`src/rtl/ps2_pkg.sv`:
```
// Shared types and constants for the PS/2 scancode receive path.
package ps2_pkg;

  typedef enum logic [1:0] {
    IDLE,
    DATA,
    PARITY,
    STOP
  } ps2_state_e;

  localparam logic [7:0] PREFIX_EXT = 8'hE0;
  localparam logic [7:0] PREFIX_BRK = 8'hF0;

  typedef struct packed {
    logic       ext;
    logic       brk;
    logic [7:0] code;
  } ps2_evt_t;

endpackage

```
`src/rtl/ps2_sync_filter.sv`:
```
// PS/2 clock conditioning: two-flop synchroniser, FILTER_LEN-sample glitch filter, falling-edge pulse.
// Pin fall to fall pulse is FILTER_LEN+2 cycles; no backpressure, the pulse is a single cycle.
module ps2_sync_filter #(
  parameter int FILTER_LEN = 4
) (
  input  logic clk,
  input  logic rst_n,
  input  logic raw,
  output logic fall
);

  localparam int CW = $clog2(FILTER_LEN);

  logic          s1_q, s2_q;
  logic          filt_q, filt_d;
  logic          fall_q, fall_d;
  logic [CW-1:0] cnt_q, cnt_d;

  // The run counter only advances while the synchronised level disagrees with the filtered one.
  always_comb begin
    filt_d = filt_q;
    cnt_d  = '0;
    if (s2_q != filt_q) begin
      if (cnt_q == CW'(FILTER_LEN - 1)) begin
        filt_d = s2_q;
      end else begin
        cnt_d = cnt_q + CW'(1);
      end
    end
    fall_d = filt_q & ~filt_d;
  end

  always_ff @(posedge clk or negedge rst_n) begin
    if (!rst_n) begin
      s1_q   <= 1'b1;
      s2_q   <= 1'b1;
      filt_q <= 1'b1;
      cnt_q  <= '0;
      fall_q <= 1'b0;
    end else begin
      s1_q   <= raw;
      s2_q   <= s1_q;
      filt_q <= filt_d;
      cnt_q  <= cnt_d;
      fall_q <= fall_d;
    end
  end

  assign fall = fall_q;

endmodule

```
`src/rtl/ps2_scancode_rx.sv`:
```
// PS/2 keyboard receiver: frames -> E0/F0-folded key events in a FIFO popped by valid/ready.
// Stop-bit event to code_valid is 2 cycles; a push into a full FIFO without a pop is dropped and flagged.
module ps2_scancode_rx #(
  parameter int FILTER_LEN     = 4,
  parameter int TIMEOUT_CYCLES = 50000,
  parameter int FIFO_DEPTH     = 4
) (
  input  logic       clk,
  input  logic       rst_n,
  input  logic       clk_keyboard,
  input  logic       data,
  output logic [7:0] code,
  output logic       is_break,
  output logic       is_extended,
  output logic       code_valid,
  input  logic       code_ready,
  output logic       frame_error,
  output logic       overflow
);
  import ps2_pkg::*;

  localparam int TW    = $clog2(TIMEOUT_CYCLES + 1);
  localparam int CNT_W = $clog2(FIFO_DEPTH + 1);

  logic kb_fall;
  logic dat_s1_q, dat_s2_q;

  ps2_sync_filter #(.FILTER_LEN(FILTER_LEN)) u_clk_filt (
    .clk  (clk),
    .rst_n(rst_n),
    .raw  (clk_keyboard),
    .fall (kb_fall)
  );

  always_ff @(posedge clk or negedge rst_n) begin
    if (!rst_n) begin
      dat_s1_q <= 1'b1;
      dat_s2_q <= 1'b1;
    end else begin
      dat_s1_q <= data;
      dat_s2_q <= dat_s1_q;
    end
  end

  ps2_state_e    state_q;
  logic [2:0]    bit_cnt_q;
  logic [7:0]    shift_q;
  logic          par_err_q;
  logic [TW-1:0] tmo_q;
  logic          byte_vld_q;
  logic          frame_error_q;

  always_ff @(posedge clk or negedge rst_n) begin
    if (!rst_n) begin
      state_q       <= IDLE;
      bit_cnt_q     <= '0;
      shift_q       <= '0;
      par_err_q     <= 1'b0;
      tmo_q         <= '0;
      byte_vld_q    <= 1'b0;
      frame_error_q <= 1'b0;
    end else begin
      byte_vld_q    <= 1'b0;
      frame_error_q <= 1'b0;
      if (state_q == IDLE || kb_fall) begin
        tmo_q <= '0;
      end else begin
        tmo_q <= tmo_q + TW'(1);
      end
      if (kb_fall) begin
        case (state_q)
          IDLE: begin
            if (!dat_s2_q) begin
              state_q   <= DATA;
              bit_cnt_q <= '0;
              par_err_q <= 1'b0;
            end
          end
          DATA: begin
            shift_q   <= {dat_s2_q, shift_q[7:1]};
            bit_cnt_q <= bit_cnt_q + 3'd1;
            if (bit_cnt_q == 3'd7) state_q <= PARITY;
          end
          PARITY: begin
            par_err_q <= ~(^shift_q ^ dat_s2_q);
            state_q   <= STOP;
          end
          STOP: begin
            state_q <= IDLE;
            if (dat_s2_q && !par_err_q) byte_vld_q    <= 1'b1;
            else                        frame_error_q <= 1'b1;
          end
          default: state_q <= IDLE;
        endcase
      end else if (state_q != IDLE && tmo_q == TW'(TIMEOUT_CYCLES)) begin
        state_q       <= IDLE;
        frame_error_q <= 1'b1;
      end
    end
  end

  // shift_q still holds the completed byte in the cycle byte_vld_q is high.
  logic     ext_q, ext_d, brk_q, brk_d;
  logic     push_vld;
  ps2_evt_t push_evt;

  always_comb begin
    ext_d         = ext_q;
    brk_d         = brk_q;
    push_vld      = 1'b0;
    push_evt.ext  = ext_q;
    push_evt.brk  = brk_q;
    push_evt.code = shift_q;
    if (frame_error_q) begin
      ext_d = 1'b0;
      brk_d = 1'b0;
    end else if (byte_vld_q) begin
      if (shift_q == PREFIX_EXT) begin
        ext_d = 1'b1;
      end else if (shift_q == PREFIX_BRK) begin
        brk_d = 1'b1;
      end else begin
        push_vld = 1'b1;
        ext_d    = 1'b0;
        brk_d    = 1'b0;
      end
    end
  end

  // Shift-register FIFO: entry 0 is the head, so the outputs come straight from flops.
  ps2_evt_t         ent_q [FIFO_DEPTH];
  ps2_evt_t         ent_d [FIFO_DEPTH];
  logic [CNT_W-1:0] cnt_q, cnt_d, wr_idx;
  logic             valid_q, valid_d, ovf_q, ovf_d;
  logic             pop, full, do_push;

  always_comb begin
    pop     = valid_q && code_ready;
    full    = (cnt_q == CNT_W'(FIFO_DEPTH));
    do_push = push_vld && (!full || pop);
    ovf_d   = push_vld && full && !pop;
    wr_idx  = pop ? cnt_q - CNT_W'(1) : cnt_q;
    ent_d   = ent_q;
    if (pop) begin
      for (int i = 0; i < FIFO_DEPTH - 1; i++) ent_d[i] = ent_q[i+1];
    end
    for (int i = 0; i < FIFO_DEPTH; i++) begin
      if (do_push && wr_idx == CNT_W'(i)) ent_d[i] = push_evt;
    end
    cnt_d = cnt_q;
    if (do_push && !pop)      cnt_d = cnt_q + CNT_W'(1);
    else if (!do_push && pop) cnt_d = cnt_q - CNT_W'(1);
    valid_d = (cnt_d != '0);
  end

  always_ff @(posedge clk or negedge rst_n) begin
    if (!rst_n) begin
      ext_q   <= 1'b0;
      brk_q   <= 1'b0;
      cnt_q   <= '0;
      valid_q <= 1'b0;
      ovf_q   <= 1'b0;
      for (int i = 0; i < FIFO_DEPTH; i++) ent_q[i] <= '0;
    end else begin
      ext_q   <= ext_d;
      brk_q   <= brk_d;
      cnt_q   <= cnt_d;
      valid_q <= valid_d;
      ovf_q   <= ovf_d;
      ent_q   <= ent_d;
    end
  end

  assign code        = ent_q[0].code;
  assign is_break    = ent_q[0].brk;
  assign is_extended = ent_q[0].ext;
  assign code_valid  = valid_q;
  assign frame_error = frame_error_q;
  assign overflow    = ovf_q;

endmodule

```
`config.mk`:
```
export PLATFORM = sky130hd
export DESIGN_NAME = ps2_scancode_rx
export DESIGN_NICKNAME = d
export VERILOG_FILES = /design/src/rtl/ps2_pkg.sv /design/src/rtl/ps2_sync_filter.sv /design/src/rtl/ps2_scancode_rx.sv
export SDC_FILE = /design/constraint.sdc
export NUM_CORES = 1
export LEC_CHECK = 0
export CAP_MARGIN = 10
export CORE_ASPECT_RATIO = 2
export CORE_MARGIN = 1
export CORE_UTILIZATION = 30
export CTS_CLUSTER_DIAMETER = 40
export CTS_CLUSTER_SIZE = 24
export DETAILED_ROUTE_END_ITERATION = 6
export GPL_TIMING_DRIVEN = 0
export SLEW_MARGIN = 20
export SYNTH_ARGS = -nofsm -noshare
export SYNTH_HDL_FRONTEND = slang
export SYNTH_SLANG_ARGS = --single-unit
```
`constraint.sdc`:
```
create_clock -name clk -period 2.4 [get_ports clk]
set_input_delay 0.6 -clock clk [delete_from_list [all_inputs] [get_ports clk]]
set_output_delay 0.6 -clock clk [all_outputs]
set_load 0.03 [all_outputs]
```
==> results_dict.tcl <==
set metrics [dict create \
    max_cap_violations 0 \
    synth_edf_count 0 \
    max_freq_ghz 0.4278 \
    synthDistinctLibCells 51 \
    cp_max_fo 10 \
    via_per_inst 4.736 \
    clockBufferDepth 2 \
    finalSetupViolations 0 \
    period_share 0.9739 \
    hold_class "in -> async" \
    crit_type "in -> reg" \
    place_ws_ps -433.4 \
    cp-end-kind "flip-flop" \
    port_buffers 17 \
    power_switching_w 0.001057 \
    die_w_um 86.51 \
    pwr-share-clk 0.382 \
    synth.most_common_cell "dfrtp_1" \
    gp_congestion 0.7861 \
    yosysWarnings 0 \
    p_leak_nw 2.339 \
    pwr-share-seq 0.436 \
    cellPowerDensity_nw_per_um2 704.7 \
    r2r_cells 9 \
    design_area_um2 5112 \
    antenna_left 0 \
    die_area_um2 14790 \
    place_area_um2 4717 \
    path_clk_slew_ps 70 \
    p_int_w 0.002546 \
    ios 18 \
    synth_area_leaders "dfrtp_1 48%, nand2_1 5.7%, ha_1 5.3%" \
    grt_pass1_wl_um 15050 \
    core_um2 13890 \
    cts_tree "built" \
    ir_worst_vdd_uv 310.5 \
    dp.cells 619 \
    cts-root-buf "clkbuf_16" \
    max-slew-margin-rel 0.4546 \
    track_usage 0.1333 \
    swShare 0.2934 \
    status "finished, final reports clean" \
    drt_iter0_drc 131 \
    drive_gt1_frac 0.1508 \
    ys_seq_area_frac 0.5095 \
    tns_ps 0 \
    rows 61 \
    htreeDepth 3 \
    wl_per_cell_um 14.00 \
    grt_max_degree 54 \
    firstDrtPassIters 4 \
    synth.avg_cell_area_um2 10.40 \
    floorplan.initialDensity 0.3085 \
    finalMaxSlewViolations 0 \
    grt.overflow.total 0 \
    async_flop_share 1.000 \
    post-route-drc-count 0 \
    synth_area_leader_cell "dfrtp_1" \
    ys_ff_latch 87 \
    syn_nets 435 \
    fin_crit_ps 2337 \
    dp_hpwl_um 6598 \
    synth_top_area_frac 0.4788 \
    grt_pass1_vias 3107 \
    setup_ws_ps 62.55 \
    ctsHoldBuffers 0 \
    wl_um 8957 \
    cp.required_ps 2620 \
    fp.dieH_um 171.0 \
    synthTopCellsByCount "82 x dfrtp_1, 65 x nand2_1, 34 x nor2_1, 21 x mux2i_1, 18 x ha_1" \
    clkSinkCount 87 \
    cp-start-kind "input pin" \
    stdcell_count 640 \
    netlist_instances 412 \
    ys.flop_type "dfrtp_1" \
    antenna_cells 0 \
    dr_total_vias 3031 \
    tightest_slew_ps 818.1 \
    skew_ps 8.765 \
    cp.arrival_ps 2560 \
    syn_area_um2 4285 \
    finalNetCount 469 \
    cts_buffers 9 \
    clk_latency_ps 340 \
    pwr-share-comb 0.182 \
    hold_viol 0 \
    antenna_found_initial 0 \
    area_growth_pct 19.30 \
]
## power groups by stage
| stage | clock network [W] | registers, W | logic [W] |
|---|---|---|---|
| floorplan | 0 | 0.00160 | 0.000405 |
| global placement | 0 | 0.00160 | 0.000553 |
| detailed placement | 0 | 0.00161 | 0.000580 |
| CTS | 0.00142 | 0.00158 | 0.000586 |
| global route | 0.00147 | 0.00158 | 0.000728 |
| finish | 0.00138 | 0.00157 | 0.000655 |
## placed cells by master (no fill, tap or decap), types with 3 or more instances in the layout
| cell | instances |
|---|---|
| a21oi_1 | 9 |
| a22o_1 | 3 |
| a31oi_1 | 13 |
| and3_1 | 5 |
| buf_2 | 3 |
| buf_4 | 16 |
| clkbuf_1 | 6 |
| clkbuf_16 | 9 |
| clkbuf_2 | 4 |
| clkdlybuf4s50_1 | 15 |
| dfrtp_1 | 80 |
| dfstp_2 | 5 |
| ha_1 | 16 |
| inv_1 | 16 |
| mux2_1 | 10 |
| mux2_2 | 6 |
| mux2_4 | 5 |
| mux2i_1 | 21 |
| nand2_1 | 65 |
| nand2b_1 | 5 |
| nand3_1 | 8 |
| nand4_1 | 3 |
| nor2_1 | 34 |
| nor2b_1 | 3 |
| nor3_1 | 5 |
| o21ai_0 | 17 |
| o21ai_1 | 3 |
| o22ai_1 | 3 |
| xnor2_1 | 14 |
| xor2_1 | 6 |
## stage by stage
stage               power [W]  hold slack (ps)    util
global route         0.003777            247.2  0.3680
CTS                  0.003588            225.3  0.3634
floorplan            0.002009            304.4       -
global placement     0.002157            348.1  0.3378
finish               0.003603            220.5  0.3680
detailed placement   0.002187            347.5  0.3396
## registers in the layout, summed over array words and instances, names as in the netlist, 2 cells and up
register,count
tmo_q,16
shift_q,8
code,8
cnt_q,3
state_q,2
bit_cnt_q,3
ent_q,30
u_clk_filt.cnt_q,2
## timing repair
action                                  CTS  global route
endpoints found under the setup margin   27            29
cloned                                    0             0
setup buffers                             3             3
pin swaps                                 1             4
resized for setup                         6            18
## final timing paths
kind / slack [ps] / startpoint / endpoint
worst min register to register: 360 / u_clk_filt.s1_q$_DFF_PN1_ / u_clk_filt.s2_q$_DFF_PN1_
worst min-delay path: 220 / rst_n / tmo_q[6]$_DFF_PN0_
worst max-delay path: 60 / code_ready / ent_q[28]$_DFFE_PN0P_
min in group clk: 360 / u_clk_filt.s1_q$_DFF_PN1_ / u_clk_filt.s2_q$_DFF_PN1_
max in group asynchronous: 1490 / rst_n / dat_s2_q$_DFF_PN1_
worst max register to register: 70 / cnt_q[0]$_DFF_PN0_ / ent_q[28]$_DFFE_PN0P_
## critical path, cell delays in order
cell,delay (ps)
dlygate4sd2_1,270
and2_1,150
buf_4,150
mux2i_1,120
o22a_1,250
or4_4,560
buf_12,170
mux2_4,290
## kinds of logic after synthesis
kind of cell             share of synthesized area
XOR/XNOR                                   0.04088
AND/OR/NAND/NOR                             0.1510
adder cells (fa/ha/maj)                    0.05256
AO/OA/AOI/OAI                              0.09022
buffers and inverters                      0.04730
flip-flops                                  0.5095
multiplexers                                0.1086
## layer usage
metal | wire [um] | GRT usage
met1 | 3418 | 0.1322
met2 | 5122 | 0.2585
met3 | 200 | 0.02364
met4 | 216 | 0.06449
met5 | 0 | 0
## area by class of cell
type                       instances  area (um^2)
fill                            1430         8778
sequential                        87         2186
multi-input combinational        283         1933
timing repair buffer              24        239.0
tap                              189        236.5
clock buffer                       9        225.2
buffer                            25        160.2
clock inverter                     7        72.57
inverter                          16        60.06
Note: power is estimated with default switching activity, not from simulation.
==> patch 1, RTL diff (same flow settings) <==
Reset style: synchronous (`rst_n`), changed in 4 clocked blocks.
--- a/src/rtl/ps2_sync_filter.sv
+++ b/src/rtl/ps2_sync_filter.sv
@@ -30,7 +30,7 @@
     fall_d = filt_q & ~filt_d;
   end
 
-  always_ff @(posedge clk or negedge rst_n) begin
+  always_ff @(posedge clk) begin
     if (!rst_n) begin
       s1_q   <= 1'b1;
       s2_q   <= 1'b1;
--- a/src/rtl/ps2_scancode_rx.sv
+++ b/src/rtl/ps2_scancode_rx.sv
@@ -32,7 +32,7 @@
     .fall (kb_fall)
   );
 
-  always_ff @(posedge clk or negedge rst_n) begin
+  always_ff @(posedge clk) begin
     if (!rst_n) begin
       dat_s1_q <= 1'b1;
       dat_s2_q <= 1'b1;
@@ -50,7 +50,7 @@
   logic          byte_vld_q;
   logic          frame_error_q;
 
-  always_ff @(posedge clk or negedge rst_n) begin
+  always_ff @(posedge clk) begin
     if (!rst_n) begin
       state_q       <= IDLE;
       bit_cnt_q     <= '0;
@@ -153,7 +153,7 @@
     valid_d = (cnt_d != '0);
   end
 
-  always_ff @(posedge clk or negedge rst_n) begin
+  always_ff @(posedge clk) begin
     if (!rst_n) begin
       ext_q   <= 1'b0;
       brk_q   <= 1'b0;
Function: no difference found for any inputs over 10 cycles, from zero or initial values and one cycle with rst_n low; that may be too few to reach the edited logic, so the function may still have changed.
==> patch 1 against the original RTL <==
  * Final area decreased by 3.4%
  * Setup slack improved by 0.15 ns
  * Sequential cell count unchanged
  * Wire length is 5.6% higher
  * Area after synthesis is 0.55% lower
  * Critical path depth shrank 3
Power is not compared: it rests on default switching activity, and its combinational part moved more than twofold at a synthesized area within 25%.
==> patch 1: results (changes against the original RTL) <==
The flow ran to the end, and the final reports show no timing, DRC or antenna violations. In this run the critical register-to-register path is captured at ent_q[10]. Worst reg2reg path depth: 7 (-2). The global-route wire length before repair came out at 15,700 um (+4.0%).

The number of buffers added for setup after CTS came out at 0 (-3). The tree is rooted in a sky130_fd_sc_hd__clkbuf_16. After synthesis, the cell types taking the most area are sky130_fd_sc_hd__dfxtp_1 (41%), sky130_fd_sc_hd__mux2i_1 (11%), sky130_fd_sc_hd__mux2_2 (8.5%), sky130_fd_sc_hd__nand2_1 (6.3%), sky130_fd_sc_hd__ha_1 (5.0%).

The routability-driven placement congestion ratio is 0.844 (+7.4%), and the via density per instance is 4.75 (+0.38%). Fraction of layout instances using a drive strength above 1: 0.154 (+0.00275). The tools report the area of the die as 0.0147 mm^2 (-0.54%). The logs give 0.139 (+0.00591) for the total routing resource utilization after global routing and 473 (+8.7%) for the net count after synthesis. Final setup skew: 0.00696 ns (-0.00180 ns). The most critical setup path has its endpoint at code[7].

For the register area share after synthesis, the log shows 0.409 (-0.101). The async set or reset register ratio after synthesis came out at 0 (-1.00). The run gives 0 (unchanged) as the number of diodes added for antenna fixing. The type of the worst min-delay path is register to register. The placed wire-length estimate after detailed placement was 7170 um (+8.7%).

The final net count was 499 (+6.4%). The via count of the first global-routing pass came out at 3,325 (+7.0%). The commonest cells after synthesis are sky130_fd_sc_hd__dfxtp_1 (87), sky130_fd_sc_hd__nand2_1 (72), sky130_fd_sc_hd__mux2i_1 (46). In this run the critical register-to-register path is launched from cnt_q[0]. The average detailed-routed wire length per instance is 14.1 um (+0.69%), and the number of violations reported at the end of detailed-routing iteration 0 is 100 (-24%).

For the number of distinct library cells after synthesis, the log shows 50 (-2.0%). For the reg2reg setup slack, the log shows 0.24 ns (+0.17 ns). For the worst endpoint data arrival time, the log shows 2.44 ns (-0.12 ns). Tracing the worst setup path back leads to its startpoint at rst_n. The tools report the largest net degree at the start of global routing as 17 (-69%).
[patch 1: timing repair]
item,4_1_cts,5_1_grt
resized for setup,0,2
setup endpoints to repair,28,27
gates cloned,0,0
[patch 1: power breakdown]
group          internal, W  leakage (nW)  total [W]  switching (W)
clock network     0.000710         0.128    0.00131       0.000597
logic            0.0000147          1.06  0.0000511      0.0000364
registers          0.00145         0.702    0.00145     0.00000225
total              0.00217          1.89    0.00281       0.000636
[patch 1: per-stage QoR]
step	cells	setup WS [ns]	utilization	cell area [um^2]	setup TNS (ns)
6_report	671	0.217	0.356	4940	0
3_5_place_dp	656	-0.216	0.335	4660	-6.05
2_1_floorplan	451	0.298	-	4260	0
5_1_grt	671	0.0540	0.356	4940	0
3_3_place_gp	656	-0.194	0.335	4660	-4.53
4_1_cts	671	0.101	0.355	4940	0
[patch 1: layout make-up]
cell class                 count  share of cell area
multi-input combinational    319               0.466
timing repair buffer          16              0.0324
inverter                      15              0.0114
sequential                    87               0.353
clock buffer                   9              0.0456
buffer                        29              0.0327
clock inverter                 7              0.0116
tap                          189              0.0479
[patch 1: metal layers]
layer,part of all wire,track usage,up-vias
li1,-,-,1607
met1,0.35,0.126,1529
met2,0.60,0.285,34
met3,0.018,0.0212,20
met4,0.031,0.0717,0
met5,0,0,-
[patch 1: kinds of logic (layout without fill, tap and decap cells)]
family | count (synthesis) | count (layout) | share of synthesized area
adder cells (fa/ha/maj) | 17 | 17 | 0.0499
multiplexers | 78 | 78 | 0.193
XOR/XNOR | 14 | 14 | 0.0320
AO/OA/AOI/OAI | 41 | 41 | 0.0640
AND/OR/NAND/NOR | 169 | 169 | 0.201
flip-flops | 87 | 87 | 0.409
buffers and inverters | 45 | 76 | 0.0514
[patch 1: worst min path at each step]
| stage | end | slack, ns | depth (start not counted) |
|---|---|---|---|
| 3_3_place_gp | u_clk_filt.s2_q | 0.39 | 1 |
| 4_1_cts | dat_s2_q | 0.42 | 1 |
| 3_5_place_dp | dat_s2_q | 0.40 | 1 |
| 5_1_grt | dat_s2_q | 0.42 | 1 |
| 6_report | dat_s2_q | 0.42 | 1 |
| 2_1_floorplan | dat_s2_q | 0.39 | 1 |
[patch 1: critical path, cell delays in order]
cell and delay (ns):
sky130_fd_sc_hd__clkdlybuf4s50_1 0.48, sky130_fd_sc_hd__clkbuf_1 0.44, sky130_fd_sc_hd__clkbuf_1 0.60, sky130_fd_sc_hd__nand2_1 0.13, sky130_fd_sc_hd__mux2i_1 0.18
==> patch 2, RTL diff (config.mk and constraints unchanged) <==
Made on the original files. Set the parameter `FIFO_DEPTH` to 8 (it was 4).
--- a/src/rtl/ps2_scancode_rx.sv
+++ b/src/rtl/ps2_scancode_rx.sv
@@ -3,7 +3,7 @@
 module ps2_scancode_rx #(
   parameter int FILTER_LEN     = 4,
   parameter int TIMEOUT_CYCLES = 50000,
-  parameter int FIFO_DEPTH     = 4
+  parameter int FIFO_DEPTH     = 8
 ) (
   input  logic       clk,
   input  logic       rst_n,
Function: same outputs for any inputs over 10 cycles, from zero or initial values and one cycle with rst_n low; that may be too few to reach the edited logic, so the function may still have changed.
==> patch 2 against the original RTL <==
  * Total power rose by 74%
  * Setup slack improved by 0.035 ns
  * Area after synthesis rose by 51%
  * Sequential power rose by 46%
  * Critical endpoint is now ent_q[2]
  * Sequential cell count rose by 41
  * Cell count rose by 45%
  * Worst hold slack got worse by 0.17 ns
  * Wire length rose by 64%
  * Global-route usage rose by 1.1 points
  * Final area rose by 54%
==> patch 2: results (changes against the original RTL) <==
On the critical path, the stage with the largest delay is an instance of sky130_fd_sc_hd__dfrtp_1. The logs give 0.43 ns (+0.09 ns) for the clock latency at the later pin of the worst-skew pair and 17 (+8) for the clock buffer count from CTS. The largest registers in the layout are ent_q x70, tmo_q x16. The number of buffers added for setup after CTS was 1 (-2); the number of placed instances, taps included was 887 (+43%).

The multiplexer share of the synthesized area is 0.184 (+0.0749). The logs give 4,686 (+51%) for the via count of the first global-routing pass and 0.00703 mm^2 (+49%) for the cell area reported after detailed placement. The xor and xnor area share after synthesis came out at 0.0310 (-0.00984). For the number of violations reported at the end of detailed-routing iteration 0, the log shows 165 (+26%). The minimum clock period was 2.30 ns (-0.0352 ns); the number of H-tree levels was 4 (+1). The tools report the global-route wire length before repair as 24,200 um (+61%). The iteration count of the initial detailed-routing pass is 5 (+1). The logs give 10,500 um (+58%) for the placed wire-length estimate after detailed placement and 2.62 ns (+0.06 ns) for the worst endpoint data arrival time.

The fraction of layout instances using a drive strength above 1 is 0.201 (+0.0501), and the total routing resource utilization after global routing is 0.144 (+0.0109). The logs give 666 (+42%) for the final net count and 14,700 um (+64%) for the detailed-route wire length. The tools report the maximum vdd ir drop as 0.000486 V (+56%).

The run gives 0.0502 ns (-0.170 ns) as the worst hold-check slack. For the register area share after synthesis, the log shows 0.494 (-0.0151). Endpoint of the worst register-to-register path: ent_q[2].

Standby leakage power: 3.75 nW (+60%). The reg2reg setup slack came out at 0.1 ns (+0.03 ns). The final cell count without fillers is 926 (+45%), and the adder and majority cell fraction of the synthesized area is 0.0328 (-0.0198). The tools report the worst setup slack before clock tree synthesis as -0.532 ns (-0.0989 ns). The tools report the net count after synthesis as 622 (+43%). Among cell families on the critical path, the largest total delay comes from simple AND/OR/NAND/NOR gates.

The final setup skew is 0.00712 ns (-0.00164 ns), and the switching power summed over all nets is 0.00173 W (+64%). The number of distinct library cells after synthesis was 61 (+20%); the largest net degree at the start of global routing was 88 (+63%). The post-cts gate resize count is 10 (+4), and the relative slew slack is 0.407 (-0.0479). The routability-driven placement congestion ratio was 0.840 (+6.9%). In the synthesized netlist, the cells that appear most often are sky130_fd_sc_hd__dfrtp_1 (123), sky130_fd_sc_hd__nand2_1 (107), sky130_fd_sc_hd__mux2i_1 (71).

The via density per instance is 4.90 (+3.5%), and the synthesized-area fraction occupied by ao, oa, aoi and oai cells is 0.0671 (-0.0231). The flow ran to the end, and the final reports show no timing, DRC or antenna violations.
[patch 2: changes by cell type after synthesis, moves of 4 or more]
| cell | change |
|---|---|
| sky130_fd_sc_hd__nand2_1 | +42 |
| sky130_fd_sc_hd__nand3_1 | +14 |
| sky130_fd_sc_hd__nor4_1 | +7 |
| sky130_fd_sc_hd__a31oi_1 | -5 |
| sky130_fd_sc_hd__o21ai_0 | +5 |
| sky130_fd_sc_hd__mux2_2 | +19 |
| sky130_fd_sc_hd__clkinv_1 | +4 |
| sky130_fd_sc_hd__mux2i_1 | +50 |
| sky130_fd_sc_hd__buf_1 | +4 |
| sky130_fd_sc_hd__dfrtp_1 | +41 |
| sky130_fd_sc_hd__nor2_1 | -11 |
[patch 2: power groups by stage]
stage | logic (W) | clock network [W] | registers (W)
6_report | 0.00112 | 0.00286 | 0.00229
3_3_place_gp | 0.00103 | 0 | 0.00232
2_1_floorplan | 0.000751 | 0 | 0.00231
5_1_grt | 0.00122 | 0.00300 | 0.00230
4_1_cts | 0.00106 | 0.00291 | 0.00229
3_5_place_dp | 0.00104 | 0 | 0.00233
[patch 2: area by class of cell]
| cell class | count | area, um^2 |
|---|---|---|
| multi-input combinational | 414 | 3040 |
| inverter | 17 | 77.6 |
| timing repair buffer | 27 | 295 |
| clock buffer | 18 | 439 |
| tap | 269 | 337 |
| clock inverter | 14 | 213 |
| fill | 2098 | 13300 |
| sequential | 128 | 3210 |
| buffer | 39 | 240 |
[patch 2: layer usage]
metal,track usage,routed length (um)
met1,0.141,5350
met2,0.274,8410
met3,0.0325,387
met4,0.0790,581
met5,0,0
[patch 2: kinds of logic after synthesis]
family | Yosys count
mux | 112
compound gates | 60
buf+inv | 58
flops | 128
simple gates | 202
fa+ha+maj | 17
xor+xnor | 23
